`src/rtl/ext_pkg.sv`:
```
// Shared types and constants for the immediate-extension pipeline.
package ext_pkg;

    typedef enum logic [1:0] {
        EXT_ZERO   = 2'd0,
        EXT_SIGN   = 2'd1,
        EXT_UPPER  = 2'd2,
        EXT_BRANCH = 2'd3
    } ext_op_t;

    localparam int unsigned EXT_FIFO_DEPTH = 2;

endpackage

```
`src/rtl/ext_core.sv`:
```
// Combinational immediate extender: (imm, op) -> (result, err).
// EXT_BRANCH_EN builds the branch-offset shifter; otherwise mode 3 flags an error.
module ext_core
    import ext_pkg::*;
#(
    parameter int unsigned IN_W  = 16,
    parameter int unsigned OUT_W = 32
) (
    input  logic [IN_W-1:0]  imm_i,
    input  logic [1:0]       op_i,
    output logic [OUT_W-1:0] result_o,
    output logic             err_o
);

    ext_op_t          op;
    logic [OUT_W-1:0] zext;
    logic [OUT_W-1:0] sext;
    logic [OUT_W-1:0] upper;

    assign op    = ext_op_t'(op_i);
    assign zext  = {{(OUT_W-IN_W){1'b0}}, imm_i};
    assign sext  = {{(OUT_W-IN_W){imm_i[IN_W-1]}}, imm_i};
    assign upper = {imm_i, {(OUT_W-IN_W){1'b0}}};

    always_comb begin
        result_o = zext;
        err_o    = 1'b0;
        case (op)
            EXT_ZERO:  result_o = zext;
            EXT_SIGN:  result_o = sext;
            EXT_UPPER: result_o = upper;
`ifdef EXT_BRANCH_EN
            EXT_BRANCH: result_o = {sext[OUT_W-3:0], 2'b00};
`else
            EXT_BRANCH: begin
                result_o = zext;
                err_o    = 1'b1;
            end
`endif
            default: begin
                result_o = zext;
                err_o    = 1'b0;
            end
        endcase
    end

endmodule

```
`src/rtl/imm_ext_pipe.sv`:
```
// Pipelined immediate extender: valid/ready input, 2-entry result FIFO on the output.
// Optional feature macro: EXT_BRANCH_EN (enables mode 3 branch-offset extension).
module imm_ext_pipe
    import ext_pkg::*;
#(
    parameter int unsigned IN_W  = 16,
    parameter int unsigned OUT_W = 32,
    parameter int unsigned TAG_W = 5
) (
    input  logic             clk,
    input  logic             reset_n,
    input  logic             in_valid,
    output logic             in_ready,
    input  logic [IN_W-1:0]  in_imm,
    input  logic [1:0]       in_op,
    input  logic [TAG_W-1:0] in_tag,
    output logic             out_valid,
    input  logic             out_ready,
    output logic [OUT_W-1:0] out_imm,
    output logic [TAG_W-1:0] out_tag,
    output logic             out_op_err
);

    localparam int unsigned PTR_W = (EXT_FIFO_DEPTH > 1) ? $clog2(EXT_FIFO_DEPTH) : 1;
    localparam int unsigned CNT_W = $clog2(EXT_FIFO_DEPTH + 1);

    if (OUT_W < IN_W + 2) begin : g_bad_cfg
        $error("imm_ext_pipe: OUT_W must be at least IN_W+2");
    end

    logic [OUT_W-1:0] core_result;
    logic             core_err;

    ext_core #(
        .IN_W  (IN_W),
        .OUT_W (OUT_W)
    ) u_core (
        .imm_i    (in_imm),
        .op_i     (in_op),
        .result_o (core_result),
        .err_o    (core_err)
    );

    logic [OUT_W-1:0] imm_q [EXT_FIFO_DEPTH];
    logic [TAG_W-1:0] tag_q [EXT_FIFO_DEPTH];
    logic             err_q [EXT_FIFO_DEPTH];
    logic [PTR_W-1:0] wr_ptr_q, wr_ptr_d;
    logic [PTR_W-1:0] rd_ptr_q, rd_ptr_d;
    logic [CNT_W-1:0] count_q, count_d;
    logic             push, pop;

    // Ready comes from the registered count only, so no combinational path from out_ready.
    assign in_ready  = (count_q < CNT_W'(EXT_FIFO_DEPTH));
    assign out_valid = (count_q != '0);
    assign push      = in_valid && in_ready;
    assign pop       = out_valid && out_ready;

    assign out_imm    = imm_q[rd_ptr_q];
    assign out_tag    = tag_q[rd_ptr_q];
    assign out_op_err = err_q[rd_ptr_q];

    always_comb begin
        wr_ptr_d = wr_ptr_q;
        rd_ptr_d = rd_ptr_q;
        count_d  = count_q;
        if (push) begin
            wr_ptr_d = (wr_ptr_q == PTR_W'(EXT_FIFO_DEPTH - 1)) ? '0 : wr_ptr_q + PTR_W'(1);
        end
        if (pop) begin
            rd_ptr_d = (rd_ptr_q == PTR_W'(EXT_FIFO_DEPTH - 1)) ? '0 : rd_ptr_q + PTR_W'(1);
        end
        if (push && !pop) begin
            count_d = count_q + CNT_W'(1);
        end else if (pop && !push) begin
            count_d = count_q - CNT_W'(1);
        end
    end

    always_ff @(posedge clk or negedge reset_n) begin
        if (!reset_n) begin
            wr_ptr_q <= '0;
            rd_ptr_q <= '0;
            count_q  <= '0;
            for (int unsigned i = 0; i < EXT_FIFO_DEPTH; i++) begin
                imm_q[i] <= '0;
                tag_q[i] <= '0;
                err_q[i] <= 1'b0;
            end
        end else begin
            wr_ptr_q <= wr_ptr_d;
            rd_ptr_q <= rd_ptr_d;
            count_q  <= count_d;
            if (push) begin
                imm_q[wr_ptr_q] <= core_result;
                tag_q[wr_ptr_q] <= in_tag;
                err_q[wr_ptr_q] <= core_err;
            end
        end
    end

endmodule
```
`config.mk`:
```
export PLATFORM = sky130hd
export DESIGN_NAME = imm_ext_pipe
export DESIGN_NICKNAME = d
export VERILOG_FILES = /design/src/rtl/ext_pkg.sv /design/src/rtl/ext_core.sv /design/src/rtl/imm_ext_pipe.sv
export SDC_FILE = /design/constraint.sdc
export NUM_CORES = 1
export LEC_CHECK = 0
export CAP_MARGIN = 25
export CORE_UTILIZATION = 50
export CTS_CLUSTER_SIZE = 8
export DETAILED_ROUTE_END_ITERATION = 16
export PLACE_DENSITY = 0.74
export SYNTH_ARGS = -nofsm -noshare
export SYNTH_HDL_FRONTEND = slang
export SYNTH_SLANG_ARGS = --single-unit
```
`constraint.sdc`:
```
create_clock -name clk -period 2.7 [get_ports clk]
set_input_delay 0.27 -clock clk [delete_from_list [all_inputs] [get_ports clk]]
set_output_delay 0.27 -clock clk [all_outputs]
set_load 0.02 [all_outputs]
```
-- After elaboration in Yosys (flattened, before gate mapping)
Cells that the tools add are included.
- register bits: 80
- output and inout bits: 40
- input port bits: 27
- logic and storage cells: 57
- reductions and logical operators: 11
- bitwise operators: 2
- eq/ne operators: 3
- magnitude comparators: 4
- add/subtract/negate cells: 4
- mux-type cells: 24
- operators with widths (cell ; number):
    2-to-1 mux 32 bit ; 4
    one-hot mux 32 bit (3 select lines) ; 1
    bitwise mux 64 bit ; 1
    demux 32 bit (select 1 bit) ; 1
    2-to-1 mux 5 bit ; 4
    bitwise mux 10 bit ; 1
    2-to-1 mux 1 bit ; 7
    demux 5 bit (select 1 bit) ; 1
    logical AND 1 bit ; 5
    equality test 2 bit (second input constant) ; 2
    greater-or-equal comparator 2 bit (second input constant) ; 2
    2-to-1 mux 2 bit ; 2
    inverter 1 -> 2 bit ; 2
    nonzero test 2 bit ; 2
    adder 1 bit (second input constant) ; 2
    adder 2 x 1 -> 2 bit (second input constant) ; 1
    bitwise mux 2 bit ; 1
    equality test 2 x 1 -> 1 bit (second input constant) ; 1
    logical NOT 1 bit ; 2
    logical NOT 2 bit ; 1
    less-than comparator 2 x 1 -> 1 bit (second input constant) ; 1
    less-than comparator 2 bit (second input constant) ; 1
    OR reduction 2 bit ; 1
    subtractor 2 x 1 -> 2 bit (second input constant) ; 1
    demux 1 bit (select 1 bit) ; 1

-- Longest topological paths before layout
Gate-level depths: netlist of run 1.
- word-level depth: 6
- gate-level depth with buffers: 7

-- Modules after synthesis
A second synthesis of run 1 with hierarchy kept.
- cells, all modules: 263
- area total of the unflattened synthesis: 3968.8 um^2
- by module, submodules not included (module ; sequential area each (um^2) ; cells an instance ; area each (um^2) ; times used):
    imm_ext_pipe ; 2001.9 ; 219 ; 3634.7 ; 1
    ext_core ; 0.0 ; 44 ; 334.1 ; 1

-- Worst setup path before layout of run 1
Ideal clock, no wire load.
- path kind: reg-to-reg
- from: register count_q[1]
- to: register count_q[1]
- required time: 2.572 ns
- cell stages (with the launch flop): 7
- period minus slack after synthesis: 1.444 ns
- slack: 1.256 ns
- setup time: 0.128 ns
- path buffers: 0
- arrival time: 1.317 ns
- path through: dfrtp_1 -> or2_2 -> nand2_1 -> ha_1 -> xor2_1 -> nor2_1 -> xnor2_1
- word-level cells in the longest chain between the ends: 5
- elaborated cells on any way between the ends: 13
- RTL lines (element ; RTL line ; source):
    start: declaration ; imm_ext_pipe.sv:49 ; logic [CNT_W-1:0] count_q, count_d;
    start signal: assignment ; imm_ext_pipe.sv:92 ; count_q <= count_d;
    nonzero test 2 bit (*) ; imm_ext_pipe.sv:54 ; assign out_valid = (count_q != '0);
    via out_valid ; imm_ext_pipe.sv:17 ; output logic out_valid,
    logical AND 1 bit (*) ; imm_ext_pipe.sv:56 ; assign pop = out_valid && out_ready;
    logical NOT 1 bit ; imm_ext_pipe.sv:72 ; if (push && !pop) begin
    logical AND 1 bit ; imm_ext_pipe.sv:72 ;
    2-to-1 mux 2 bit / nonzero test 2 bit (equally long branches) ; -- ;
The timed path passes the listed nets; every way through them passes the cells marked *. The select of a mux whose other input is x is not followed.
A chain may end at the register's enable or synchronous reset.

-- Worst setup path after layout of run 1
- from: register rd_ptr_q
- to: output out_imm[10]
- word-level cells in the longest chain between the ends: 4
- RTL lines (element ; RTL line ; source):
    start: declaration ; imm_ext_pipe.sv:48 ; logic [PTR_W-1:0] rd_ptr_q, rd_ptr_d;
    start signal: assignment ; imm_ext_pipe.sv:91 ; rd_ptr_q <= rd_ptr_d;
    inverter 1 -> 2 bit (not written as such) ; imm_ext_pipe.sv:58 ; assign out_imm = imm_q[rd_ptr_q];
    2-to-1 mux 32 bit (not written as such) (3 in a row) ; imm_ext_pipe.sv:58 ;
    end: declaration ; imm_ext_pipe.sv:19 ; output logic [OUT_W-1:0] out_imm,
No other way between the ends. The select of a mux whose other input is x is not followed.

==> results.py, run 1 <==
metrics = {
    "outcome": {
        "run_status": "completed",
    },
    "logic_synthesis": {
        "synthesis.yosys.warnings": 0,
        "post_synthesis_register_bit_count": 80,
        "synthMuxAreaShare": 0.165,
        "synth_fp_nets": 366,
        "synth_simple_gate_area_share": 0.100,
        "yosys.cell_types.count": 19,
        "yosys_most_used_dff": "sky130_fd_sc_hd__dfrtp_1",
        "syn-instance-count": 335,
        "synth-compound-area-share": 0.113,
        "syn_area_per_cell_sq_um": 10.6,
        "synth-seq-area-share": 0.563,
        "post_synth_edffs": 0,
        "synthXorXnorAreaFrac": 0.0123,
        "synthAdderAreaFrac": 0.0141,
        "largest_family_of_logic_cells_by_synthesized_area": "multiplexers",
        "ys_async_sr_fraction": 1.00,
        "mappedNetlistArea_sq_um": 3550,
    },
    "detailed_routing": {
        "wl_um": 7550,
        "drtAntennaViolNets": 0,
        "post-route-drc-count": 0,
        "drt_first_pass_iters": 4,
        "initialDrtViolationCount": 133,
        "num_vias": 2564,
        "post_drt_wl_per_cell_um": 15.3,
        "vias_per_cell": 5.18,
    },
    "floorplanning": {
        "die_area_sq_um": 7450,
        "count_of_boundary_i_o_pins": 67,
        "die_width_um": 86.3,
        "rows": 30,
        "initial_core_utilization": 0.520,
        "die_h_um": 86.3,
        "core-area_sq_um": 6830,
    },
    "critical_path": {
        "crit_type": "register to primary output",
        "timing.critical_path.cells": "buf_4 > mux2_2 > clkdlybuf4s50_1",
        "cp_slowest_stage_delay_ns": 0.64,
        "timing.critical_path.slowest_stage_cell": "sky130_fd_sc_hd__dfrtp_2",
        "worst-r2r-setup-slack_ns": 0.88,
        "worstRegToRegCells": 4,
        "critical_path_peak_fanout": 17,
        "crit_end_category": "primary output",
        "critical_path.startpoint_type": "register",
        "critPathRequiredTime_ns": 2.43,
        "rr_startpoint": "count_q[1]",
        "crit_buf_inv": 2,
        "worstPathArrival_ns": 2.18,
        "critical_path.reg2reg.endpoint": "imm_q[33]",
        "path_delay_family": "buffers and inverters",
    },
    "timing": {
        "final_period_minus_worst_setup_slack_ns": 2.45,
        "max_fclk_ghz": 0.409,
        "final-max-slew-violation-count": 0,
        "layout_worst_path_cycle_share": 0.906,
        "grt_setup_unrepaired": "no",
        "max_slew_margin": 0.565,
        "max_slew.worst_pin.slew_ns": 0.653,
        "final-setup-viol-count": 0,
        "hold_violations": 0,
        "tns_ns": 0,
        "fin_worst_skew_ns": 0.00618,
    },
    "hold_path": {
        "timing.hold.worst.class": "input pin to async pin",
    },
    "place": {
        "buffer_ports.inserted": 66,
        "dp_hpwl_um": 4830,
        "routability_congestion_estimate": 0.760,
    },
    "cts": {
        "clock_sinks": 80,
        "tritoncts.num_buffers": 9,
        "cts_tree": "built",
        "clock_latency_ns": 0.34,
        "postCtsSetupBuffers": 0,
        "cts.reportedPaths.clkPinSlew_ns": 0.08,
        "cts.htree.levels": 3,
        "cts_max_path_buffers": 2,
        "cts_root_buffer_type": "sky130_fd_sc_hd__clkbuf_8",
    },
    "layout": {
        "area_delta_synth_final_pct": 26.8,
        "antenna_cells_inserted": 0,
        "nFillCells": 566,
        "multiInputGateArea_sq_um": 1440,
        "layout_commonest_cell": "sky130_fd_sc_hd__nand2_1",
        "final_core_utilization": 0.660,
        "drive_gt1_frac": 0.188,
        "mostFrequentLayoutCells": "sky130_fd_sc_hd__nand2_1, sky130_fd_sc_hd__dfrtp_1, sky130_fd_sc_hd__o21ai_0, sky130_fd_sc_hd__clkdlybuf4s50_1, sky130_fd_sc_hd__mux2_2",
        "layout.nets": 426,
        "layout.area.seq_sq_um": 2000,
    },
    "global_route": {
        "track_usage": 0.219,
        "initial_antenna_violation_count": 0,
        "first_global_vias": 2455,
        "wire_length_of_the_first_global_routing_pass_um": 12200,
        "global_route_congestion_overflow_total": 0,
        "grt_start_max_net_pins": 81,
    },
    "run": {
        "drv_cap": 0,
    },
    "pwr": {
        "powerDensity_nw_per_um2": 1200,
        "p_leak_nw": 2.04,
        "irDropWorstVdd_v": 0.000851,
    },
}
==> stage by stage <==
step	total power, mW	instance area [sq um]	instances	hold WS (ns)	setup slack (ns)
after global placement	4.54	4270	477	0.455	0.292
after CTS	5.48	4470	493	0.114	0.217
after detailed placement	4.60	4280	478	0.465	0.553
final	5.42	4510	495	0.280	0.254
after global routing	5.79	4510	495	0.276	0.155
after floorplan	3.56	3550	335	-0.0256	1.26
==> where the power goes <==
part	switching, mW	internal (mW)	leakage (nW)
Combinational	1.24	1.32	0.910
Sequential	0.299	1.71	1.03
Clock	0.409	0.443	0.0989
Total	1.95	3.47	2.04
==> metal layers <==
layer  global-route usage  part of all wire
met1                0.313              0.47
met2                0.328              0.47
met3               0.0581             0.048
met4               0.0727             0.011
met5                    0                 0
==> cell type report <==
class,count,area share
Tap cell,96,0.0267
Inverter,3,0.00250
Multi-Input combinational cell,228,0.319
Sequential cell,80,0.445
Clock buffer,11,0.0314
Timing Repair Buffer,73,0.166
Clock inverter,4,0.0100
==> how the worst max path moves through the flow <==
stage	slack, ns	startpoint	cells after the start	to
2_1_floorplan	1.26	count_q[1]	6	count_q[1]
3_3_place_gp	0.29	in_op[1]	6	imm_q[62]
3_5_place_dp	0.55	in_valid	5	imm_q[33]
4_1_cts	0.22	rd_ptr_q	3	out_imm[10]
5_1_grt	0.16	rd_ptr_q	3	out_imm[12]
6_report	0.25	rd_ptr_q	3	out_imm[10]
==> synth_stat cells, types with 2 or more instances <==
master | number | area, sq um
sky130_fd_sc_hd__a21oi_1 | 15 | 75.1
sky130_fd_sc_hd__buf_2 | 7 | 35.0
sky130_fd_sc_hd__clkbuf_1 | 16 | 60.1
sky130_fd_sc_hd__dfrtp_1 | 80 | 2000
sky130_fd_sc_hd__ha_1 | 4 | 50.1
sky130_fd_sc_hd__inv_1 | 3 | 11.3
sky130_fd_sc_hd__mux2_2 | 44 | 495
sky130_fd_sc_hd__mux2_4 | 6 | 90.1
sky130_fd_sc_hd__nand2_1 | 81 | 304
sky130_fd_sc_hd__nor2b_1 | 2 | 12.5
sky130_fd_sc_hd__o21ai_0 | 65 | 325
sky130_fd_sc_hd__or2_2 | 2 | 12.5
sky130_fd_sc_hd__xnor2_1 | 3 | 26.3
sky130_fd_sc_hd__xor2_1 | 2 | 17.5
==> registers in the layout (all words and copies together) (netlist names) <==
signal    flops
count_q       2
tag_q        10
rd_ptr_q      1
err_q         2
wr_ptr_q      1
imm_q        64
==> what timing repair did <==
item                                   in CTS  in global routing
gates resized for setup                     0                  0
hold buffers                                0                  1
endpoints found under the hold margin       0                  7
==> worst reg2reg max path, cell delays in order (launching register included) <==
cell,delay [ns]
sky130_fd_sc_hd__dfrtp_1,0.41
sky130_fd_sc_hd__or3b_2,0.65
sky130_fd_sc_hd__buf_4,0.38
sky130_fd_sc_hd__nand2_1,0.14
sky130_fd_sc_hd__o21ai_0,0.10
==> cells by family (layout without fill, tap and decap cells) <==
group / after synthesis / after routing
and+or+nand+nor: 89 / 89
AOI/OAI and AO/OA: 80 / 80
DFF: 80 / 80
muxes: 50 / 50
buffers and inverters: 27 / 91
xor gates and xnor gates: 5 / 5
adders and majority gates: 4 / 4
(Power assumes the default switching activity.)
==> run 2, diff against run 1 <==
Settings changed: SETUP_SLACK_MARGIN from default to 0.05.
==> results of run 2 <==
No change in the layout: final DEF, timing and power equal those of run 1.
==> patch (config.mk and constraints of run 2) <==
Register the output `out_op_err`; this adds one clock of latency there. The other outputs are not delayed to match.
--- a/src/rtl/imm_ext_pipe.sv
+++ b/src/rtl/imm_ext_pipe.sv
@@ -57,7 +57,9 @@
 
     assign out_imm    = imm_q[rd_ptr_q];
     assign out_tag    = tag_q[rd_ptr_q];
-    assign out_op_err = err_q[rd_ptr_q];
+    always_ff @(posedge clk) begin
+        out_op_err <= err_q[rd_ptr_q];
+    end
 
     always_comb begin
         wr_ptr_d = wr_ptr_q;
Formal check against the unedited RTL: not equivalent (a bounded check fails within 4 cycles, from zero or initial values and one cycle with reset_n low).
==> patch against run 2 <==
The flow now finishes with violations (hold timing); wire length fell by 2.9%; final area barely moved; synthesized area rose by 0.56%; sequential cell count rose by 1; setup slack improved by 0.043 ns; count of clock-buffer cells in the layout fell by 1; power barely moved; largest power group unchanged.
==> patch: results (changes against run 2) <==
run status=finished, violations left (was finished, final reports clean); violated checks=hold timing; detailed placement HPWL=4860 um (was 4830 um); met1 track demand over resource=30.8% (was 31.3%); synth unique cells=20 (was 19); number of DRC violations after detailed-routing iteration 0=135 (was 133); share of cell area taken by muxes after synthesis=16.4% (was 16.5%); Post-Synthesis Cells=336 (was 335); share of synthesized cell area in full adder, half adder and majority cells=1.40% (was 1.41%); leading post-synthesis cells by cell area=dfrtp_1, mux2_2, o21ai_0 (unchanged); final clock skew=0.0148 ns (was 0.00618 ns); worst IR drop on VDD=0.000706 V (was 0.000851 V); GP Congestion=0.772 (was 0.760); met3 routed wirelength=350 um (was 360 um); largest fanout of any net on the critical path=24 (was 17); wire length on met2=3460 um (was 3540 um); Arr. time, crit path=2.13 ns (was 2.18 ns); Post-Route Hold Slack=-0.0153 ns (was 0.280 ns); synthesized net count=367 (was 366); Post-Route M1 WL=3430 um (was 3570 um); stage delay of the slowest cell on the critical path=0.62 ns (was 0.64 ns); Area after DPL=0.00432 sq mm (was 0.00428 sq mm); power dissipated in the clock network=853 uW (was 852 uW); net switching share of the total power=36.1% (was 35.9%); standby leakage power=2.03 nW (was 2.04 nW); share of the synthesized area in compound gates (AO/OA/AOI/OAI)=11.2% (was 11.3%); via count of the first global-routing pass=2515 (was 2455); aggregate routed wire length=7330 um (was 7550 um); final hold violation count=7 (was 0); depth of the worst register-to-register path=3 (was 4); all-layer global routing usage=22.0% (was 21.9%); detailed-route vias per instance=5.13 (was 5.18); post-synthesis xor/xnor area fraction=1.23% (about the same); Area Overhead vs Synth=26.1% (was 26.8%); share of final-layout standard cells stronger than drive strength 1=19.0% (was 18.8%); wire length of the first global-routing pass=12400 um (was 12200 um); Filler Cell Count=557 (was 566); Layout Cells excl Fill=496 (was 495); placed cell count=480 (was 478)
-- patch: path summary, 6_finish.rpt --
check / from / endpoint / slack (ns)
max reg2reg: count_q[1]$_DFFE_PN0P_ / tag_q[5]$_DFFE_PN0P_ / 0.88
max in group asynchronous: reset_n / imm_q[50]$_DFFE_PN0P_ / 2.05
min in group clk: imm_q[16]$_DFFE_PN0P_ / imm_q[16]$_DFFE_PN0P_ / 0.48
min reg2reg: imm_q[16]$_DFFE_PN0P_ / imm_q[16]$_DFFE_PN0P_ / 0.48
min: reset_n / imm_q[2]$_DFFE_PN0P_ / -0.02
max: rd_ptr_q$_DFFE_PN0P_ / out_imm[15] / 0.30
-- patch: final cells by class --
class | instances | share of cell area [%]
Multi-Input combinational cell | 228 | 31.8
Timing Repair Buffer | 72 | 16.2
Clock buffer | 10 | 2.83
Tap cell | 96 | 2.66
Inverter | 3 | 0.250
Sequential cell | 81 | 44.9
Clock inverter | 6 | 1.33
